===== src/rtl/alu_seq.sv =====
// alu_seq: multi-cycle ALU, 1-cycle simple ops, bit-serial MUL/DIV.
// Define ALU_SEQ_DIV_EN to build the restoring divider.
module alu_seq #(
  parameter int WIDTH = 16
) (
  input  logic             clk,
  input  logic             rst_n,
  input  logic             start,
  input  logic [2:0]       opcode,
  input  logic [WIDTH-1:0] operand1,
  input  logic [WIDTH-1:0] operand2,
  output logic             busy,
  output logic             done,
  output logic [WIDTH-1:0] result,
  output logic [WIDTH-1:0] result_hi,
  output logic [3:0]       status
);

  localparam int SHW = $clog2(WIDTH);

  localparam logic [SHW-1:0] CNT_LAST =
    SHW'(WIDTH - 1);
  localparam logic [WIDTH-1:0] W_LIM =
    WIDTH'(WIDTH);
  localparam logic [WIDTH:0] ONE_W =
    (WIDTH+1)'(1);

  typedef enum logic {
    IDLE,
    ITER
  } state_t;

  state_t           state;
  logic [SHW-1:0]   cnt;
  logic [WIDTH-1:0] acc;
  logic [WIDTH-1:0] mq;
  logic [WIDTH-1:0] opb;

  logic op_add, op_sub, op_shl, op_shr;
  logic op_mul, op_div, op_and, op_xor;

  assign op_add = (opcode == 3'b000);
  assign op_sub = (opcode == 3'b001);
  assign op_shl = (opcode == 3'b010);
  assign op_shr = (opcode == 3'b011);
  assign op_mul = (opcode == 3'b100);
  assign op_div = (opcode == 3'b101);
  assign op_and = (opcode == 3'b110);
  assign op_xor = (opcode == 3'b111);

  logic [WIDTH:0]   add_w;
  logic [WIDTH:0]   sub_w;
  logic [WIDTH:0]   shl_w;
  logic [WIDTH:0]   shr_w;
  logic [SHW-1:0]   amt;
  logic             sh_big;
  logic             sh_zero;

  assign amt     = operand2[SHW-1:0];
  assign sh_big  = (operand2 >= W_LIM);
  assign sh_zero = (operand2 == '0);

  assign add_w = {1'b0, operand1}
               + {1'b0, operand2};
  assign sub_w = {1'b0, operand1}
               + {1'b0, ~operand2}
               + ONE_W;
  // extra bit on the out-going side holds
  // the last bit shifted out
  assign shl_w = {1'b0, operand1} << amt;
  assign shr_w = {operand1, 1'b0} >> amt;

  logic [WIDTH-1:0] s_res;
  logic [WIDTH-1:0] s_hi;
  logic             s_carry;
  logic             s_err;
  logic             iter_go;

  // single-cycle results and iterate request
  always_comb begin
    s_res   = '0;
    s_hi    = '0;
    s_carry = 1'b0;
    s_err   = 1'b0;
    iter_go = 1'b0;
    unique case (1'b1)
      op_add: begin
        s_res   = add_w[WIDTH-1:0];
        s_carry = add_w[WIDTH];
      end
      op_sub: begin
        s_res   = sub_w[WIDTH-1:0];
        s_carry = ~sub_w[WIDTH];
      end
      op_shl: begin
        if (sh_zero) begin
          s_res = operand1;
        end else if (!sh_big) begin
          s_res   = shl_w[WIDTH-1:0];
          s_carry = shl_w[WIDTH];
        end
      end
      op_shr: begin
        if (sh_zero) begin
          s_res = operand1;
        end else if (!sh_big) begin
          s_res   = shr_w[WIDTH:1];
          s_carry = shr_w[0];
        end
      end
      op_mul: begin
        iter_go = 1'b1;
      end
      op_div: begin
`ifdef ALU_SEQ_DIV_EN
        if (sh_zero) begin
          s_res = '1;
          s_hi  = operand1;
          s_err = 1'b1;
        end else begin
          iter_go = 1'b1;
        end
`else
        s_err = 1'b1;
`endif
      end
      op_and: begin
        s_res = operand1 & operand2;
      end
      op_xor: begin
        s_res = operand1 ^ operand2;
      end
      default: begin
        s_res = '0;
      end
    endcase
  end

  logic [WIDTH:0]   mul_sum;
  logic [WIDTH-1:0] mul_acc;
  logic [WIDTH-1:0] mul_mq;

  assign mul_sum = {1'b0, acc}
    + (mq[0] ? {1'b0, opb} : '0);
  assign mul_acc = mul_sum[WIDTH:1];
  assign mul_mq  = {mul_sum[0],
                    mq[WIDTH-1:1]};

  logic [WIDTH-1:0] nxt_acc;
  logic [WIDTH-1:0] nxt_mq;
  logic             fin_carry;

`ifdef ALU_SEQ_DIV_EN
  logic             is_div;
  logic [WIDTH:0]   div_sh;
  logic             div_ge;
  logic [WIDTH-1:0] div_acc;
  logic [WIDTH-1:0] div_mq;

  // remainder stays below the divisor, so
  // the low WIDTH bits of the difference
  // are exact
  assign div_sh  = {acc, mq[WIDTH-1]};
  assign div_ge  = (div_sh >= {1'b0, opb});
  assign div_acc = div_ge
    ? div_sh[WIDTH-1:0] - opb
    : div_sh[WIDTH-1:0];
  assign div_mq  = {mq[WIDTH-2:0], div_ge};

  assign nxt_acc   = is_div ? div_acc
                            : mul_acc;
  assign nxt_mq    = is_div ? div_mq
                            : mul_mq;
  assign fin_carry = ~is_div
                   & (nxt_acc != '0);
`else
  assign nxt_acc   = mul_acc;
  assign nxt_mq    = mul_mq;
  assign fin_carry = (nxt_acc != '0);
`endif

  // control FSM, iteration datapath and
  // registered outputs
  always_ff @(posedge clk or negedge rst_n) begin
    if (!rst_n) begin
      state     <= IDLE;
      cnt       <= '0;
      acc       <= '0;
      mq        <= '0;
      opb       <= '0;
`ifdef ALU_SEQ_DIV_EN
      is_div    <= 1'b0;
`endif
      busy      <= 1'b0;
      done      <= 1'b0;
      result    <= '0;
      result_hi <= '0;
      status    <= '0;
    end else begin
      done <= 1'b0;
      if (state == IDLE) begin
        if (start) begin
          if (iter_go) begin
            state  <= ITER;
            busy   <= 1'b1;
            cnt    <= '0;
            acc    <= '0;
            mq     <= operand1;
            opb    <= operand2;
`ifdef ALU_SEQ_DIV_EN
            is_div <= op_div;
`endif
          end else begin
            done      <= 1'b1;
            result    <= s_res;
            result_hi <= s_hi;
            status    <= {s_err,
                          s_res[WIDTH-1],
                          s_res == '0,
                          s_carry};
          end
        end
      end else begin
        acc <= nxt_acc;
        mq  <= nxt_mq;
        if (cnt == CNT_LAST) begin
          state     <= IDLE;
          busy      <= 1'b0;
          done      <= 1'b1;
          cnt       <= '0;
          result    <= nxt_mq;
          result_hi <= nxt_acc;
          status    <= {1'b0,
                        nxt_mq[WIDTH-1],
                        nxt_mq == '0,
                        fin_carry};
        end else begin
          cnt <= cnt + 1'b1;
        end
      end
    end
  end

endmodule


===== config.mk =====
export PLATFORM = sky130hd
export DESIGN_NAME = alu_seq
export DESIGN_NICKNAME = d
export VERILOG_FILES = /design/src/rtl/alu_seq.sv
export SDC_FILE = /design/constraint.sdc
export NUM_CORES = 1
export LEC_CHECK = 0
export CAP_MARGIN = 20
export CELL_PAD_IN_SITES_DETAIL_PLACEMENT = 1
export CELL_PAD_IN_SITES_GLOBAL_PLACEMENT = 2
export CORE_UTILIZATION = 33
export DETAILED_ROUTE_END_ITERATION = 8
export PLACE_DENSITY_LB_ADDON = 0.15
export SLEW_MARGIN = 20
export SYNTH_ARGS = -nofsm -noshare
export SYNTH_HDL_FRONTEND = slang
export SYNTH_SLANG_ARGS = --single-unit

===== constraint.sdc =====
create_clock -name clk -period 3.16 [get_ports clk]
set_input_delay 0.632 -clock clk [delete_from_list [all_inputs] [get_ports clk]]
set_output_delay 0.632 -clock clk [all_outputs]
set_load 0.05 [all_outputs]

==> results.yml, run 1 <==
status:
  outcome: "finished with violations"
  violations: "negative setup slack"
timing:
  whs_ps: 303.3
  tightest_slew_ps: 630.8
  slew_viol_final: 0
  max_freq_ghz: 0.2822
  period_share_pct: 112.1
  rsz0062_at_grt: "true"
  final.setup.worst_slack_ps: -383.9
  tns_ps: -1329
  hold_viol: 0
  slew_headroom_pct: 57.41
  setup_viol: 8
  fin_skew_ps: 10.47
  final.min_clock_period_ps: 3544
floorplan:
  start_util_pct: 33.47
  die_y_um: 164.4
  pin_count: 76
  rows: 59
  dieArea_um2: 27010
  die_w_um: 164.4
  coreArea_um2: 25980
global_route:
  grt_pass1_vias: 10365
  track_usage_pct: 31.40
  antenna_found_initial: 2
  grt_pass1_wl_um: 63110
  grt_overflow: 0
  grt_max_degree: 91
cts:
  clock_latency_ps: 340
  htreeDepth: 3
  cts_buffers: 9
  root_buffer: "clkbuf_16"
  cts_tree: "yes"
  cts_buffer_depth: 2
  clock-sinks: 90
  clkTransAtPathRegs_ps: 70
  ctsHoldBuffers: 0
yosys:
  yosys_register_bits: 90
  syn_area_um2: 8698
  postSynthAreaPerCell_um2: 8.332
  syn_nets: 1135
  synth_top_cell_by_area: "dfrtp_1"
  synth_edf_count: 0
  synth.top_cells.by_area: "dfrtp_1 (26%), ha_1 (7.2%), mux2i_1 (5.1%)"
  yosysSeqAreaShare_pct: 25.89
  synthCells: 1044
  synth_cell_types: 84
  async_reset_ff_share_pct: 100.0
  ys.warnings.count: 0
  synth_ff_type: "dfrtp_1"
  synth_top_area_share_pct: 25.89
placed_design:
  io_buffers: 75
  place_ws_ps: -1039
  gp_congestion: 0.9526
  hpwl_um: 31940
  dp_cells: 1687
  dpl_cell_area_um2: 12080
worst_setup_path:
  crit_family: "simple AND/OR/NAND/NOR gates"
  crit_arrival_ps: 3750
  cpPeakStageDelay_ps: 530
  r2r_start: "mq[0]"
  crit_buf_inv: 1
  cp.required_ps: 3370
  crit_type: "register to register"
  cp-start-kind: "register"
  path_cells: "and2_4 > ha_4 > fa_2 > a21oi_4 > o21bai_1 > xor2_1 > or4_1 > or4_4 > nor4_4 > a21oi_2 > a2111oi_2 > buf_4 > a41oi_1"
  startpoint: "mq[0]"
  critPathCaptureType: "register"
  slowest_stage: "or4_1"
  cp_max_fo: 5
power:
  total_power_mw: 8.231
  power.density_nw_per_um2: 609.2
  peakVddDrop_mv: 0.6255
  leakage_nw: 6.272
final_layout:
  layout_common_cells: "buf_4 (345), nand2_1 (102), dfrtp_1 (88), nor2_1 (73), a21oi_1 (51)"
  finalNonFillerCells: 1763
  layout.nets: 1513
  area_delta_synth_final_pct: 55.32
  drive_above_1_share_pct: 40.29
  nFillCells: 3067
  final_area_um2: 13510
  postLayoutCoreUtil_pct: 51.99
  layout_commonest_cell: "buf_4"
drt:
  drt-vias-per-instance: 5.743
  wl_per_cell_um: 23.70
  drt_first_pass_iters: 5
  ant_nets: 0
  drc: 0
  dr_total_vias: 10125
  wl_um: 41790
  drt_iter0_drc: 731
run:
  maxCapViolCount: 0
hold_path:
  hp-class: "primary input to async pin"
## flip-flops by register name, indices dropped and copies added, names as in the netlist, 4 cells and up
| register | cells |
|---|---|
| cnt | 4 |
| result | 15 |
| result_hi | 16 |
| status | 4 |
| opb | 16 |
| acc | 16 |
| mq | 16 |
## cells by family after synthesis
kind of cell	count (synthesis)	share of synthesized area, %
simple gates	339	19.17
mux	93	13.82
buf+inv	137	6.257
xor+xnor	18	1.812
flops	90	25.89
compound gates	314	25.16
fa+ha+maj	53	7.883
## worst register-to-register path, cell delays in order (launching register included)
cell	delay, ps
dfrtp_2	440
and2_4	180
ha_4	170
fa_2	390
a21oi_4	170
o21bai_1	90
xor2_1	150
or4_1	530
or4_4	460
nor4_4	190
a21oi_2	110
a2111oi_2	240
buf_4	180
a41oi_1	110
## report_power, final
group	internal, mW	switching [mW]
clock network	0.717	0.474
logic	2.18	2.80
registers	1.67	0.386
## what timing repair did
item	4_1_cts	5_1_grt
setup buffers	52	7
setup endpoints to repair	22	18
gates resized for setup	180	49
pin swaps	48	28
## synthesized netlist by cell type, types with 10 or more instances
master / count
mux2_2: 31
nor3_1: 19
nor2_1: 77
o21ai_0: 66
mux4_2: 16
or4_1: 12
nand2b_1: 20
inv_1: 55
a21oi_1: 59
a21o_1: 16
nand3_1: 21
a31oi_1: 12
nand2_1: 105
xnor2_1: 11
mux2i_1: 44
clkbuf_1: 55
dfrtp_1: 90
o211ai_1: 16
ha_1: 50
a211oi_1: 20
a222oi_1: 16
and2_1: 25
buf_2: 15
nor2b_1: 10
## path summary, 6_finish.rpt
path                           endpoint  slack [ps]  depth (start not counted)
min reg2reg                result_hi[9]         470                          2
max in group asynchronous         mq[0]        2380                          2
min                              cnt[1]         300                          2
max reg2reg                   status[0]        -380                         13
min in group clk           result_hi[9]         470                          2
max                           status[0]        -380                         13
## cell type report
cell class | count | area [um^2] | area share [%]
clock buffer | 10 | 239.0 | 1.769
antenna | 1 | 2.502 | 0.01852
timing repair buffer | 447 | 3700 | 27.38
multi-input combinational | 817 | 6585 | 48.74
sequential | 90 | 2255 | 16.69
clock inverter | 6 | 90.09 | 0.6668
inverter | 57 | 220.2 | 1.630
tap | 335 | 419.2 | 3.102
## routing by layer
layer / vias up / global-route usage, % / part of all wire [%]
li1: 4666 / - / -
met1: 5041 / 42.31 / 45
met2: 349 / 50.02 / 45
met3: 67 / 5.833 / 6.4
met4: 2 / 10.73 / 3.5
met5: - / 0 / 0.031
(Power assumes the default switching activity.)
==> run 2, diff against run 1 <==
--- a/config.mk
+++ b/config.mk
@@ -11,6 +11,7 @@
 export CORE_UTILIZATION = 33
 export DETAILED_ROUTE_END_ITERATION = 8
 export PLACE_DENSITY_LB_ADDON = 0.15
+export REMOVE_ABC_BUFFERS = 1
 export SLEW_MARGIN = 20
 export SYNTH_ARGS = -nofsm -noshare
 export SYNTH_HDL_FRONTEND = slang
==> run 2 against run 1 <==
The flow still finishes with violations (negative setup slack). Non-clock buffer count down 42. Clock power down 9%. Sequential share of layout area up 0.37 points. Clock skew up 9.6 ps. Register-to-register slack better by 120 ps. Critical path depth down 2. Cell area down 2.2%. Largest power group unchanged. Critical path type unchanged. Via count down 3.3%. Critical endpoint unchanged.
==> results.yml, run 2 (synthesis results as in run 1) <==
timing:
  setup_viol: 7
  tns_ps: -846.9
  final.setup.worst_slack_ps: -259.2
  slew_headroom_pct: 46.37
  final.min_clock_period_ps: 3419
  max_freq_ghz: 0.2925
  tightest_slew_ps: 784.1
  rsz0062_at_grt: "true"
  hold_viol: 0
  period_share_pct: 108.2
  slew_viol_final: 0
  fin_skew_ps: 20.08
floorplan:
  rows: 59
  dieArea_um2: 27010
  start_util_pct: 33.47
  die_w_um: 164.4
  die_y_um: 164.4
  coreArea_um2: 25980
  pin_count: 76
worst_setup_path:
  crit_type: "register to register"
  path_cells: "and2_4 > ha_4 > fa_2 > xor2_1 > a211o_1 > or4_4 > or4_4 > nor4_4 > a21oi_2 > a2111oi_2 > a41oi_1"
  r2r_start: "mq[0]"
  cp-start-kind: "register"
  critPathCaptureType: "register"
  crit_buf_inv: 0
  r2r_cells: 11
  r2r_slack_ps: -260
  cp.required_ps: 3390
  crit_arrival_ps: 3650
  worst_path_most_repeated_cell: "or4_4"
  cp_max_fo: 2
  crit_family: "simple AND/OR/NAND/NOR gates"
  slowest_stage: "or4_4"
  cpPeakStageDelay_ps: 540
  rr_endpoint: "status[0]"
cts:
  htreeDepth: 3
  cts_buffers: 9
  cts_buffer_depth: 2
  root_buffer: "clkbuf_16"
  ctsHoldBuffers: 0
  clkTransAtPathRegs_ps: 80
  cts_tree: "yes"
  clock_latency_ps: 360
  clock-sinks: 90
power:
  total_power_mw: 8.033
  power.density_nw_per_um2: 608.0
  leakage_nw: 6.049
  peakVddDrop_mv: 0.6597
global_route:
  grt_pass1_wl_um: 59470
  grt_pass1_vias: 9956
  grt_overflow: 0
  grt_max_degree: 52
  track_usage_pct: 29.31
  antenna_found_initial: 0
placed_design:
  gp_congestion: 0.9076
  hpwl_um: 31110
  dp_cells: 1676
  dpl_cell_area_um2: 11900
  io_buffers: 75
drt:
  dr_total_vias: 9790
  wl_um: 39560
  drc: 0
  drt-vias-per-instance: 5.692
  drt_first_pass_iters: 7
  drt_iter0_drc: 677
  ant_nets: 0
  wl_per_cell_um: 23.00
status:
  violations: "negative setup slack"
  outcome: "finished with violations"
final_layout:
  layout_common_cells: "buf_4 (303), nand2_1 (100), dfrtp_1 (89), nor2_1 (74), o21ai_0 (55)"
  postLayoutCoreUtil_pct: 50.84
  final_area_um2: 13210
  diodes: 0
  layout.nets: 1471
  area_delta_synth_final_pct: 51.88
  layout_commonest_cell: "buf_4"
  finalNonFillerCells: 1720
  drive_above_1_share_pct: 38.19
hold_path:
  hp-class: "primary input to async pin"
run:
  maxCapViolCount: 0
## run 2: what timing repair did
| item | CTS | global route |
|---|---|---|
| endpoints found under the setup margin | 23 | 20 |
| buffers inserted | 5 | 23 |
| hold endpoints to repair | 0 | 0 |
| gates resized for setup | 103 | 133 |
| pin swaps | 30 | 54 |
## run 2: per-layer routing
layer	wire (um)	track usage, %	share of wire, %	vias to the layer above
met2	18800	48.52	48	232
met4	824	7.576	2.1	0
met1	18540	40.09	47	4939
met3	1397	3.510	3.5	50
met5	0	0	0	-
li1	-	-	-	4569
## run 2: power by group
group / total, mW / switching, mW / internal, mW
Sequential: 2.06 / 0.392 / 1.66
Clock: 1.08 / 0.535 / 0.549
Combinational: 4.89 / 2.74 / 2.15
## run 2: metrics by stage
stage               hold WS, ps  setup WS (ps)
global route              325.7         -345.9
CTS                       295.8         -511.0
floorplan                 336.4          -1435
global placement          449.7          -1024
detailed placement        462.8          -1163
finish                    280.6         -259.2
## run 2: cell type report
| class | count | area, um^2 |
|---|---|---|
| clock buffer | 9 | 225.2 |
| fill | 3043 | 12770 |
| multi-input combinational | 817 | 6665 |
| clock inverter | 7 | 62.56 |
| sequential | 90 | 2253 |
| inverter | 57 | 217.7 |
| timing repair buffer | 405 | 3368 |
| tap | 335 | 419.2 |
## run 2: worst max-delay path by stage
stage	startpoint	to	slack [ps]	cells past startpoint
final	mq[0]	status[0]	-260	11
after global routing	mq[0]	status[0]	-350	11
after CTS	mq[0]	status[0]	-510	11
after detailed placement	operand1[1]	status[1]	-1160	14
after global placement	operand1[0]	status[1]	-1020	15
after floorplan	state	status[1]	-1440	5
## run 2: worst register-to-register path, cell delays in order (launching register included)
cell and delay [ps]:
dfrtp_1 430, and2_4 190, ha_4 150, fa_2 370
xor2_1 180, a211o_1 290, or4_4 540, or4_4 460
nor4_4 180, a21oi_2 130, a2111oi_2 220, a41oi_1 150
